===== src/rtl/fetch_stage.sv =====
// Instruction fetch: issues in-order memory reads, buffers returned words
// in a small reservation ring and hands them to decode in program order.
module fetch_stage #(
  parameter logic [31:0] RESET_PC = 32'h0000_0000,
  parameter int          DEPTH    = 4
) (
  input  logic        clk,
  input  logic        rst,
  output logic        req_valid,
  input  logic        req_ready,
  output logic [31:0] req_addr,
  input  logic        resp_valid,
  input  logic [31:0] resp_data,
  output logic        out_valid,
  input  logic        out_stall,
  output logic [31:0] out_pc,
  output logic [31:0] out_instr,
  input  logic        flush,
  input  logic [31:0] flush_pc
);

  localparam int AW = (DEPTH > 1) ? $clog2(DEPTH) : 1;
  localparam int CW = AW + 1;

  typedef logic [AW-1:0] ptr_t;
  typedef logic [CW-1:0] cnt_t;
  typedef logic [CW:0]   wide_t;

  logic [31:0]      pc;
  logic [31:0]      pcs [DEPTH];
  logic [31:0]      ins [DEPTH];
  logic [DEPTH-1:0] filled;

  ptr_t head;
  ptr_t tail;
  ptr_t fptr;
  cnt_t alloc;
  cnt_t pend;
  cnt_t drop_cnt;

  logic  accept;
  logic  fill;
  logic  dropr;
  logic  pop;
  wide_t occ;
  wide_t dsum;
  cnt_t  dnext;

  assign occ = wide_t'(alloc) + wide_t'(drop_cnt);

  // Request gating sees only registered state plus flush/reset.
  assign req_valid = rst && !flush
                  && (occ < wide_t'(DEPTH));
  assign req_addr  = pc;

  assign out_valid = (alloc != '0) && filled[head];
  assign out_pc    = pcs[head];
  assign out_instr = ins[head];

  assign accept = req_valid && req_ready;
  assign dropr  = resp_valid && (drop_cnt != '0);
  assign fill   = resp_valid && (drop_cnt == '0)
               && (pend != '0);
  assign pop    = out_valid && !out_stall;

  // Outstanding reads still owed to us become responses to throw away.
  assign dsum = wide_t'(drop_cnt) + wide_t'(pend);

  always_comb begin
    dnext = cnt_t'(dsum);
    if (resp_valid && (dsum != '0))
      dnext = cnt_t'(dsum - wide_t'(1));
  end

  always_ff @(posedge clk or negedge rst) begin
    if (!rst) begin
      pc       <= RESET_PC & ~32'h3;
      head     <= '0;
      tail     <= '0;
      fptr     <= '0;
      alloc    <= '0;
      pend     <= '0;
      drop_cnt <= '0;
      filled   <= '0;
      for (int i = 0; i < DEPTH; i++) begin
        pcs[i] <= '0;
        ins[i] <= '0;
      end
    end else if (flush) begin
      pc       <= flush_pc & ~32'h3;
      head     <= '0;
      tail     <= '0;
      fptr     <= '0;
      alloc    <= '0;
      pend     <= '0;
      drop_cnt <= dnext;
      filled   <= '0;
    end else begin
      if (accept) begin
        pcs[tail]    <= pc;
        filled[tail] <= 1'b0;
        tail         <= tail + ptr_t'(1);
        pc           <= pc + 32'd4;
      end
      if (dropr)
        drop_cnt <= drop_cnt - cnt_t'(1);
      if (fill) begin
        ins[fptr]    <= resp_data;
        filled[fptr] <= 1'b1;
        fptr         <= fptr + ptr_t'(1);
      end
      if (pop) begin
        filled[head] <= 1'b0;
        head         <= head + ptr_t'(1);
      end
      alloc <= alloc + cnt_t'(accept)
                     - cnt_t'(pop);
      pend  <= pend + cnt_t'(accept)
                    - cnt_t'(fill);
    end
  end

  a_resp_orphan: assert property (
    @(posedge clk) disable iff (!rst)
    !(resp_valid && (drop_cnt == '0)
      && (pend == '0))
  );

endmodule

===== config.mk =====
export PLATFORM = sky130hd
export DESIGN_NAME = fetch_stage
export DESIGN_NICKNAME = d
export VERILOG_FILES = /design/src/rtl/fetch_stage.sv
export SDC_FILE = /design/constraint.sdc
export NUM_CORES = 1
export LEC_CHECK = 0
export CAP_MARGIN = 40
export CORE_ASPECT_RATIO = 1.1
export CORE_UTILIZATION = 45
export CTS_CLUSTER_SIZE = 28
export DETAILED_ROUTE_END_ITERATION = 10
export GPL_ROUTABILITY_DRIVEN = 1
export PLACE_DENSITY = 0.69
export SYNTH_ARGS = -nofsm -noshare
export SYNTH_HDL_FRONTEND = slang
export SYNTH_SLANG_ARGS = --single-unit

===== constraint.sdc =====
create_clock -name clk -period 2.6 [get_ports clk]
set_input_delay 0.52 -clock clk [delete_from_list [all_inputs] [get_ports clk]]
set_output_delay 0.52 -clock clk [all_outputs]
set_load 0.02 [all_outputs]

==> impl_results.md, run 1 <==
- Total Wirelength: 32.31 mm
- Clk_lat worst skew: 0.55 ns
- Crit path cell chain: buf_12, buf_12, buf_12, mux4_2, buf_6
- Routed wire per std cell: 20.06 um
- Synth top area share: 0.5099
- Synth Warn #: 0
- Via density: 5.405
- Tot Pwr: 0.01387 W
- Area leader, netlist: dfrtp_1
- Clock-pin slew on the worst setup and hold paths: 0.06 ns
- Cells after Synth: 978
- Max incr delay on CP: 0.53 ns
- Clock sink total: 297
- Top delay family on crit path: buffers and inverters
- Worst vdd ir: 632.9 uV
- Die width: 173.6 um
- Async set-or-reset flop fraction in the synthesized netlist: 1.000
- Core Region: 31,650 um2
- Reg-to-reg startpoint: head[0]
- Startpoint Class: register
- Worst setup margin: -0.05270 ns
- Hold slack: 0.1164 ns
- # DRC: 0
- RSZ-0062 raised after global routing: true
- Largest fanout on the critical path: 5
- Total CTS buffers: 31
- Commonest cells post-synth: 297 x dfrtp_1, 125 x mux2_2, 120 x mux2_4
- # IOs: 168
- Seq/Total Area, Yosys: 0.5099
- RePlAce Congestion: 0.7751
- Status: complete, but fails checks
- Setup_tns: -0.2099 ns
- WP data required: 2.08 ns
- Fill cell count: 2,570
- Maximum number of pins on one net before global-route repair: 169
- Overflow after GRT: 0
- H-tree lvl count: 1
- Post-DRT Antenna Nets: 0
- Final critical-path share of the clock period: 1.020
- Power per cell area: 767.8 nW/um2
- Count leader, synth: dfrtp_1
- DRT Pass-1 Iters: 4
- Yosys cell types: 51
- Ys flop type: dfrtp_1
- Clock root buffer master: clkbuf_16
- Grt met3 use: 0.04486
- Syn avg cell area: 14.90 um2
- Buf/Inv on CP: 4
- Failing checks: setup timing
- Worst Hold Class: primary input to async pin
- Layout cells sized above 1: 0.4257
- CP Launch Point: head[0]
- Most frequent CP cell: buf_12
- Via Count: 8,707
- Slew Viols, Final: 0
- Initial antenna violation count: 0
- Worst EP arrival: 2.13 ns
- First-pass GRT wire length: 52.65 mm
- Setup crit end kind: output pin
- IO buf count: 161
- Chip height: 190.8 um
- Synthesized area: 14,580 um2
- Endpoints failing setup: 16
- Total GRT Usage: 0.2006
- Initial Utilization: 0.4605
- Worst-case clock buffer depth: 3
- Fin Clk Skew: 0.006070 ns
- GR Util met1: 0.2758
- Worst-margin pin slew: 0.9476 ns
- Post-DP HPWL: 20.68 mm
- Critical setup path kind: register to output pin
- Nets: 1,266
- Number of max-cap violations: 0
- CTS tree: built
- GRT busiest layer: met2
- Vias in the first global route: 9,110
- Count of final hold-check violations: 0
- Core Rows: 68
- Worst slew margin: 0.3683
- Synth Register Bits: 297
- GR Util met2: 0.3289
- Crit path time final: 2.653 ns
- Area delta synth->final: 23.92%
- Drt first-iter violations: 483
- Die area: 33,110 um2
- EDFF count, synth: 0
- Max Freq: 377.0 MHz
- Antenna diode count: 0
- Largest cells by area after synthesis: dfrtp_1 51%, mux2_4 12%, mux4_2 9.7%, mux2_2 9.7%, buf_12 2.2%
- Worst path slowest cell: dfrtp_4
- P_leak: 8.304 nW
## per-stage QoR
stage | util | setup slack [ns] | cells | instance area, um2
3_3_place_gp | 0.5325 | -0.03975 | 1536 | 16850
4_1_cts | 0.5691 | -0.1062 | 1609 | 18010
5_1_grt | 0.5706 | -0.09943 | 1611 | 18060
3_5_place_dp | 0.5337 | 0.03898 | 1538 | 16890
6_report | 0.5706 | -0.05270 | 1611 | 18060
2_1_floorplan | - | 0.004378 | 981 | 14590
## routing by layer
layer	part of all wire	vias to the layer above
met3	0.062	36
met5	0	-
met1	0.45	4538
li1	-	3945
met4	0.012	0
met2	0.48	188
## registers in the layout (all words and copies together) (netlist names)
signal / cells
head: 2
alloc: 3
req_addr: 30
ins: 128
drop_cnt: 3
tail: 2
pcs: 120
filled: 4
pend: 3
fptr: 2
## final cells by class
| cell class | count | area (um2) | share of cell area |
|---|---|---|---|
| Tap cell | 420 | 525.5 | 0.02910 |
| Inverter | 21 | 78.83 | 0.004364 |
| Multi-Input combinational cell | 590 | 6521 | 0.3611 |
| Timing Repair Buffer | 227 | 2434 | 0.1347 |
| Clock inverter | 7 | 110.1 | 0.006096 |
| Sequential cell | 297 | 7438 | 0.4118 |
| Clock buffer | 49 | 953.4 | 0.05279 |
## timing repair
item,4_1_cts,5_1_grt
gates resized for setup,284,44
cloned,3,0
hold buffers,0,0
setup endpoints to repair,64,38
pin swaps,0,3
buffers inserted,12,6
## worst reg2reg max path, cell delays in order (launching register included)
cell     delay [ns]
dfrtp_4        0.48
buf_12         0.14
mux4_2         0.54
o31ai_4        0.09
nor2_2         0.09
ha_1           0.27
inv_1          0.05
ha_1           0.12
inv_1          0.05
fa_2           0.51
nor2_1         0.04
## worst paths after layout
check	depth (start not counted)	slack, ns	to
worst max-delay path	5	-0.05	out_pc[13]
worst min-delay path	2	0.12	ins[14]
worst max register to register	10	0.10	alloc[1]
worst min register to register	2	0.49	pcs[115]
max in group asynchronous	3	1.12	pcs[88]
min in group clk	2	0.49	pcs[115]
## layout by cell type (no fill, tap or decap), types with 4 or more instances in the layout
| cell | count |
|---|---|
| mux4_2 | 63 |
| nor2_1 | 26 |
| o211ai_1 | 4 |
| a21oi_1 | 7 |
| clkbuf_8 | 11 |
| buf_12 | 31 |
| and3_1 | 4 |
| ha_1 | 25 |
| xnor2_1 | 8 |
| inv_1 | 20 |
| mux2i_1 | 9 |
| and2_4 | 4 |
| mux2_2 | 125 |
| buf_2 | 36 |
| buf_6 | 30 |
| nand4_1 | 12 |
| and2_1 | 4 |
| nand2b_1 | 5 |
| clkdlybuf4s50_1 | 95 |
| conb_1 | 4 |
| a22oi_1 | 8 |
| nor3_1 | 6 |
| clkinv_2 | 4 |
| dfrtp_1 | 294 |
| mux2_4 | 120 |
| nand3_1 | 20 |
| nand2_1 | 49 |
| clkbuf_16 | 31 |
| xor2_1 | 7 |
| o311ai_0 | 4 |
| clkbuf_1 | 7 |
| nor2b_1 | 8 |
| or3_1 | 4 |
| a211oi_1 | 5 |
| buf_4 | 27 |
| o21ai_0 | 29 |
## power breakdown
| group | switching (W) | total [W] | internal (W) |
|---|---|---|---|
| registers | 0.000460 | 0.00576 | 0.00530 |
| logic | 0.00164 | 0.00351 | 0.00187 |
| clock network | 0.00181 | 0.00459 | 0.00279 |
## logic make-up after synthesis
family / Yosys count / synth area share
multiplexers: 317 / 0.3237
flip-flops: 297 / 0.5099
AND/OR/NAND/NOR: 155 / 0.05503
buffers and inverters: 94 / 0.04515
AO/OA/AOI/OAI: 71 / 0.03133
adder cells (fa/ha/maj): 28 / 0.02558
XOR/XNOR: 15 / 0.009014
other: 1 / 0.0002573
Power figures use the tool's default switching activity.
==> run 2, diff against run 1 <==
--- a/config.mk
+++ b/config.mk
@@ -12,6 +12,8 @@
 export DETAILED_ROUTE_END_ITERATION = 10
 export GPL_ROUTABILITY_DRIVEN = 1
 export PLACE_DENSITY = 0.69
+export SETUP_SLACK_MARGIN = 0.3
+export SLEW_MARGIN = 20
 export SYNTH_ARGS = -nofsm -noshare
 export SYNTH_HDL_FRONTEND = slang
 export SYNTH_SLANG_ARGS = --single-unit
==> run 2 against run 1 <==
Against the previous run: the flow now finishes without violations; highest routed layer is now met5; cell area is 2.8% higher; utilization is 1.6 points higher; worst setup slack better by 0.10 ns; flip-flop and latch count stayed put.
==> impl_results.md, run 2 (synthesis results as in run 1) <==
- Startpoint Class: register
- Number of max-cap violations: 0
- Final critical-path share of the clock period: 0.9804
- Post-DRT Antenna Nets: 0
- IO buf count: 161
- Most frequent cells in the layout: 288 x dfrtp_1, 125 x mux2_2, 120 x mux2_4
- Layout cells sized above 1: 0.4505
- Status: finished, final reports clean
- CTS Hold Bufs: 0
- Maximum number of pins on one net before global-route repair: 170
- Vias in the first global route: 9,482
- RSZ-0062 raised after global routing: true
- Total CTS buffers: 35
- Worst EP arrival: 2.03 ns
- Via Count: 8,765
- Die width: 173.6 um
- Fill cell count: 2,470
- Die area: 33,110 um2
- Via density: 5.397
- Tot Pwr: 0.01462 W
- First-pass GRT wire length: 53.34 mm
- H-tree lvl count: 2
- Clock root buffer master: clkbuf_16
- Slew Viols, Final: 0
- Total Wirelength: 33.27 mm
- Initial Utilization: 0.4605
- Worst-margin pin slew: 0.9419 ns
- Routed wire per std cell: 20.49 um
- Core Region: 31,650 um2
- Endpoints failing setup: 0
- Crit path time final: 2.549 ns
- Total GRT Usage: 0.2035
- Power per cell area: 787.5 nW/um2
- # DRC: 0
- Worst-case clock buffer depth: 3
- Top reg by flops: ins
- Largest fanout on the critical path: 5
- Hold slack: 0.1068 ns
- Worst vdd ir: 584.5 uV
- Overflow after GRT: 0
- Max Freq: 392.3 MHz
- Setup_tns: 0 ns
- Fin Clk Skew: 0.01844 ns
- # IOs: 168
- Worst slew margin: 0.3721
- Chip height: 190.8 um
- DRT Pass-1 Iters: 4
- Post-DP HPWL: 20.81 mm
- Drt first-iter violations: 419
- Worst Hold Class: primary input to async pin
- Non-Filler Instances: 1,624
- CTS tree: built
- Area delta synth->final: 27.34%
- Critical setup path kind: register to output pin
- Setup crit end kind: output pin
- Clock sink total: 297
- Cell count after placement: 1,535
- Count of final hold-check violations: 0
- RePlAce Congestion: 0.7518
- Core Rows: 68
- Layout Utilization: 0.5864
- Max reg flops: 128
- Nets: 1,275
- Clk_lat worst skew: 0.51 ns
- Initial antenna violation count: 2
- P_leak: 8.457 nW
- FF-to-FF path depth: 10
- Commonest non-fill, non-tap cell in the layout: dfrtp_1
- WP data required: 2.08 ns
- Clock-pin slew on the worst setup and hold paths: 0.06 ns
## run 2: cell types whose count changed in the layout (fill, tap and decap cells not counted), sizes merged, moves of 3 or more
cell / change
clkinvlp: +3
buf: +4
dlymetal6s2s: +5
clkinv: +3
clkdlybuf4s50: -5
## run 2: final timing paths
kind / startpoint / endpoint / slack, ns
setup / recovery: head[0] / out_valid / 0.05
hold / removal: rst / ins[24] / 0.11
setup reg to reg: head[0] / alloc[1] / 0.16
hold reg to reg: pcs[90] / pcs[90] / 0.48
max in group asynchronous: rst / req_addr[3] / 1.13
min in group clk: pcs[90] / pcs[90] / 0.48
## run 2: critical path, cell delays in order, from the launching register on
cell,delay [ns]
dfrtp_4,0.50
buf_12,0.15
mux4_2,0.54
o31ai_4,0.11
inv_1,0.09
buf_6,0.14
## run 2: repair_timing
action,4_1_cts,5_1_grt
gates resized for setup,352,61
endpoints found under the setup margin,120,268
gates cloned,5,3
buffers inserted,12,5
hold endpoints to repair,0,0
pin swaps,4,2
## run 2: final cells by class
type                       count  area, um2  share of cell area
antenna                        1      2.502           0.0001348
clock buffer                  48      985.9             0.05312
clock inverter                15      197.7             0.01065
inverter                      21      81.33            0.004382
multi-input combinational    590       6604              0.3558
sequential                   297       7448              0.4013
tap                          420      525.5             0.02831
timing repair buffer         232       2715              0.1463
## run 2: per-layer routing
metal	global-route usage	part of all wire	routed length, um	vias up
met5	0	0.00039	13	-
met4	0.03711	0.013	423	2
met3	0.05323	0.063	2108	33
met2	0.3440	0.49	16200	200
met1	0.2663	0.44	14530	4562
li1	-	-	-	3968
## run 2: power breakdown
part           internal [W]  leakage [nW]  total [W]  switching (W)
clock               0.00307         0.574    0.00501        0.00194
sequential          0.00531          4.01    0.00578       0.000469
combinational       0.00213          3.88    0.00383        0.00170
total                0.0105          8.46     0.0146        0.00411
## run 2: stage by stage
step | instance area, um2 | setup slack [ns]
after floorplan | 14660 | 0.1206
after global placement | 16800 | -0.02823
after detailed placement | 16840 | 0.02114
after CTS | 18260 | 0.02198
after global routing | 18560 | -0.008078
final | 18560 | 0.05108
==> run 3, diff against run 2 <==
--- a/config.mk
+++ b/config.mk
@@ -13,6 +13,7 @@
 export GPL_ROUTABILITY_DRIVEN = 1
 export PLACE_DENSITY = 0.69
 export SETUP_SLACK_MARGIN = 0.3
+export SKIP_CTS_REPAIR_TIMING = 1
 export SLEW_MARGIN = 20
 export SYNTH_ARGS = -nofsm -noshare
 export SYNTH_HDL_FRONTEND = slang
==> run 3 against run 2 <==
Against the previous run: non-clock buffer count shrank 3; register-to-register slack is essentially flat; global-route usage shrank 0.62 points; hold slack gained 0.0032 ns; maximum frequency grew 0.75%; sequential power is essentially flat; flip-flop and latch count is the same; sequential share of layout area grew 0.28 points; cell area shrank 0.65%; total power shrank 0.55%; largest cell class unchanged; worst setup slack gained 0.019 ns.
==> impl_results.md, run 3 (synthesis results as in run 1) <==
- Layout cells sized above 1: 0.4458
- # DRC: 0
- Reg-to-reg startpoint: head[0]
- Post-DP HPWL: 20.81 mm
- Count of final hold-check violations: 0
- Critical setup path kind: register to output pin
- Final critical-path share of the clock period: 0.9731
- IO buf count: 161
- Core Region: 31,650 um2
- CP Launch Point: head[0]
- Commonest non-fill, non-tap cell in the layout: dfrtp_1
- Reg2reg setup slack: 0.16 ns
- Initial antenna violation count: 2
- Worst-case clock buffer depth: 3
- Startpoint Class: register
- GRT busiest layer: met2
- Routed wire per std cell: 20.52 um
- RR Endpoint: alloc[1]
- Die width: 173.6 um
- First-pass GRT wire length: 51.98 mm
- Chip height: 190.8 um
- Crit path to: out_instr[24]
- Dpl ws: 0.02114 ns
- CTS tree: built
- Core Rows: 68
- Endpoints failing setup: 0
- Tot Pwr: 0.01454 W
- Crit path cell chain: buf_4, clkbuf_16, mux4_2, buf_6
- Max incr delay on CP: 0.54 ns
- Layout Utilization: 0.5826
- Initial Utilization: 0.4605
- Nets: 1,272
- Area delta synth->final: 26.51%
- Post-DRT Antenna Nets: 0
- Setup crit end kind: output pin
- Total CTS buffers: 35
- Worst vdd ir: 559.1 uV
- Total Wirelength: 33.27 mm
- RSZ-0062 raised after global routing: true
- Drt first-iter violations: 445
- Placed Area: 16,840 um2
- Worst EP arrival: 2.01 ns
- Slew Viols, Final: 0
- P_leak: 8.466 nW
- Power per cell area: 788.3 nW/um2
- GR Util met2: 0.3347
- # IOs: 168
- Total GRT Usage: 0.1973
- Worst slew margin: 0.3672
- Max Freq: 395.3 MHz
- DRT Pass-1 Iters: 4
- Worst path slowest cell: mux4_2
- Overflow after GRT: 0
- Fin Clk Skew: 0.01934 ns
- Final Instance Area: 18,440 um2
- Largest fanout on the critical path: 8
- Clock root buffer master: clkbuf_16
- H-tree lvl count: 2
- GR Util met1: 0.2524
- Via Count: 8,732
- Worst setup margin: 0.07004 ns
- Max reg flops: 128
- Worst-margin pin slew: 0.9492 ns
- Most frequent cells in the layout: 286 x dfrtp_1, 125 x mux2_2, 120 x mux2_4
- Clock-pin slew on the worst setup and hold paths: 0.06 ns
- Worst Hold Class: primary input to async pin
- Status: finished, final reports clean
- RePlAce Congestion: 0.7518
- Number of max-cap violations: 0
- Top reg by flops: ins
- FF-to-FF path depth: 10
- Clk_lat worst skew: 0.51 ns
- Grt met3 use: 0.05742
- WP data required: 2.08 ns
- Vias in the first global route: 9,421
- Hold slack: 0.1100 ns
- Die area: 33,110 um2
- Via density: 5.387
- Maximum number of pins on one net before global-route repair: 170
- Clock sink total: 297
- Crit path time final: 2.530 ns
run 3: per-stage QoR:
step / instances / TNS, ns
floorplan: 981 / 0
global placement: 1533 / -0.1168
detailed placement: 1535 / 0
CTS: 1598 / -20.62
global route: 1620 / 0
finish: 1621 / 0
run 3: how the worst min path moves through the flow:
stage             start  slack [ns]       end
2_1_floorplan       rst        0.22  alloc[0]
3_3_place_gp    pcs[90]        0.46   pcs[90]
3_5_place_dp   pcs[115]        0.47  pcs[115]
4_1_cts             rst        0.11   ins[88]
5_1_grt             rst        0.14   ins[56]
6_report            rst        0.11   ins[56]
run 3: critical path: cells and delay by family (launching register included):
kind | cells | cell delay [ns]
buffers and inverters | 3 | 0.47
muxes | 1 | 0.54
DFF | 1 | 0.49
run 3: where the power goes:
part	internal (W)	switching (W)	leakage (nW)	total (W)
Combinational	0.00207	0.00169	3.89	0.00376
Clock	0.00307	0.00192	0.574	0.00499
Sequential	0.00531	0.000477	4.00	0.00579
run 3: area by class of cell:
cell class                 instances  area [um2]
antenna                            1       2.502
timing repair buffer             229        2564
fill                            2481       13210
clock buffer                      48       985.9
multi-input combinational        590        6631
tap                              420       525.5
clock inverter                    15       197.7
sequential                       297        7451
inverter                          21       81.33
run 3: layer usage:
metal  up-vias  share of wire  wire [um]
li1       3952              -          -
met2       204           0.49      16210
met3        34          0.074       2450
met5         -        0.00039         13
met1      4540           0.43      14190
met4         2          0.012        406
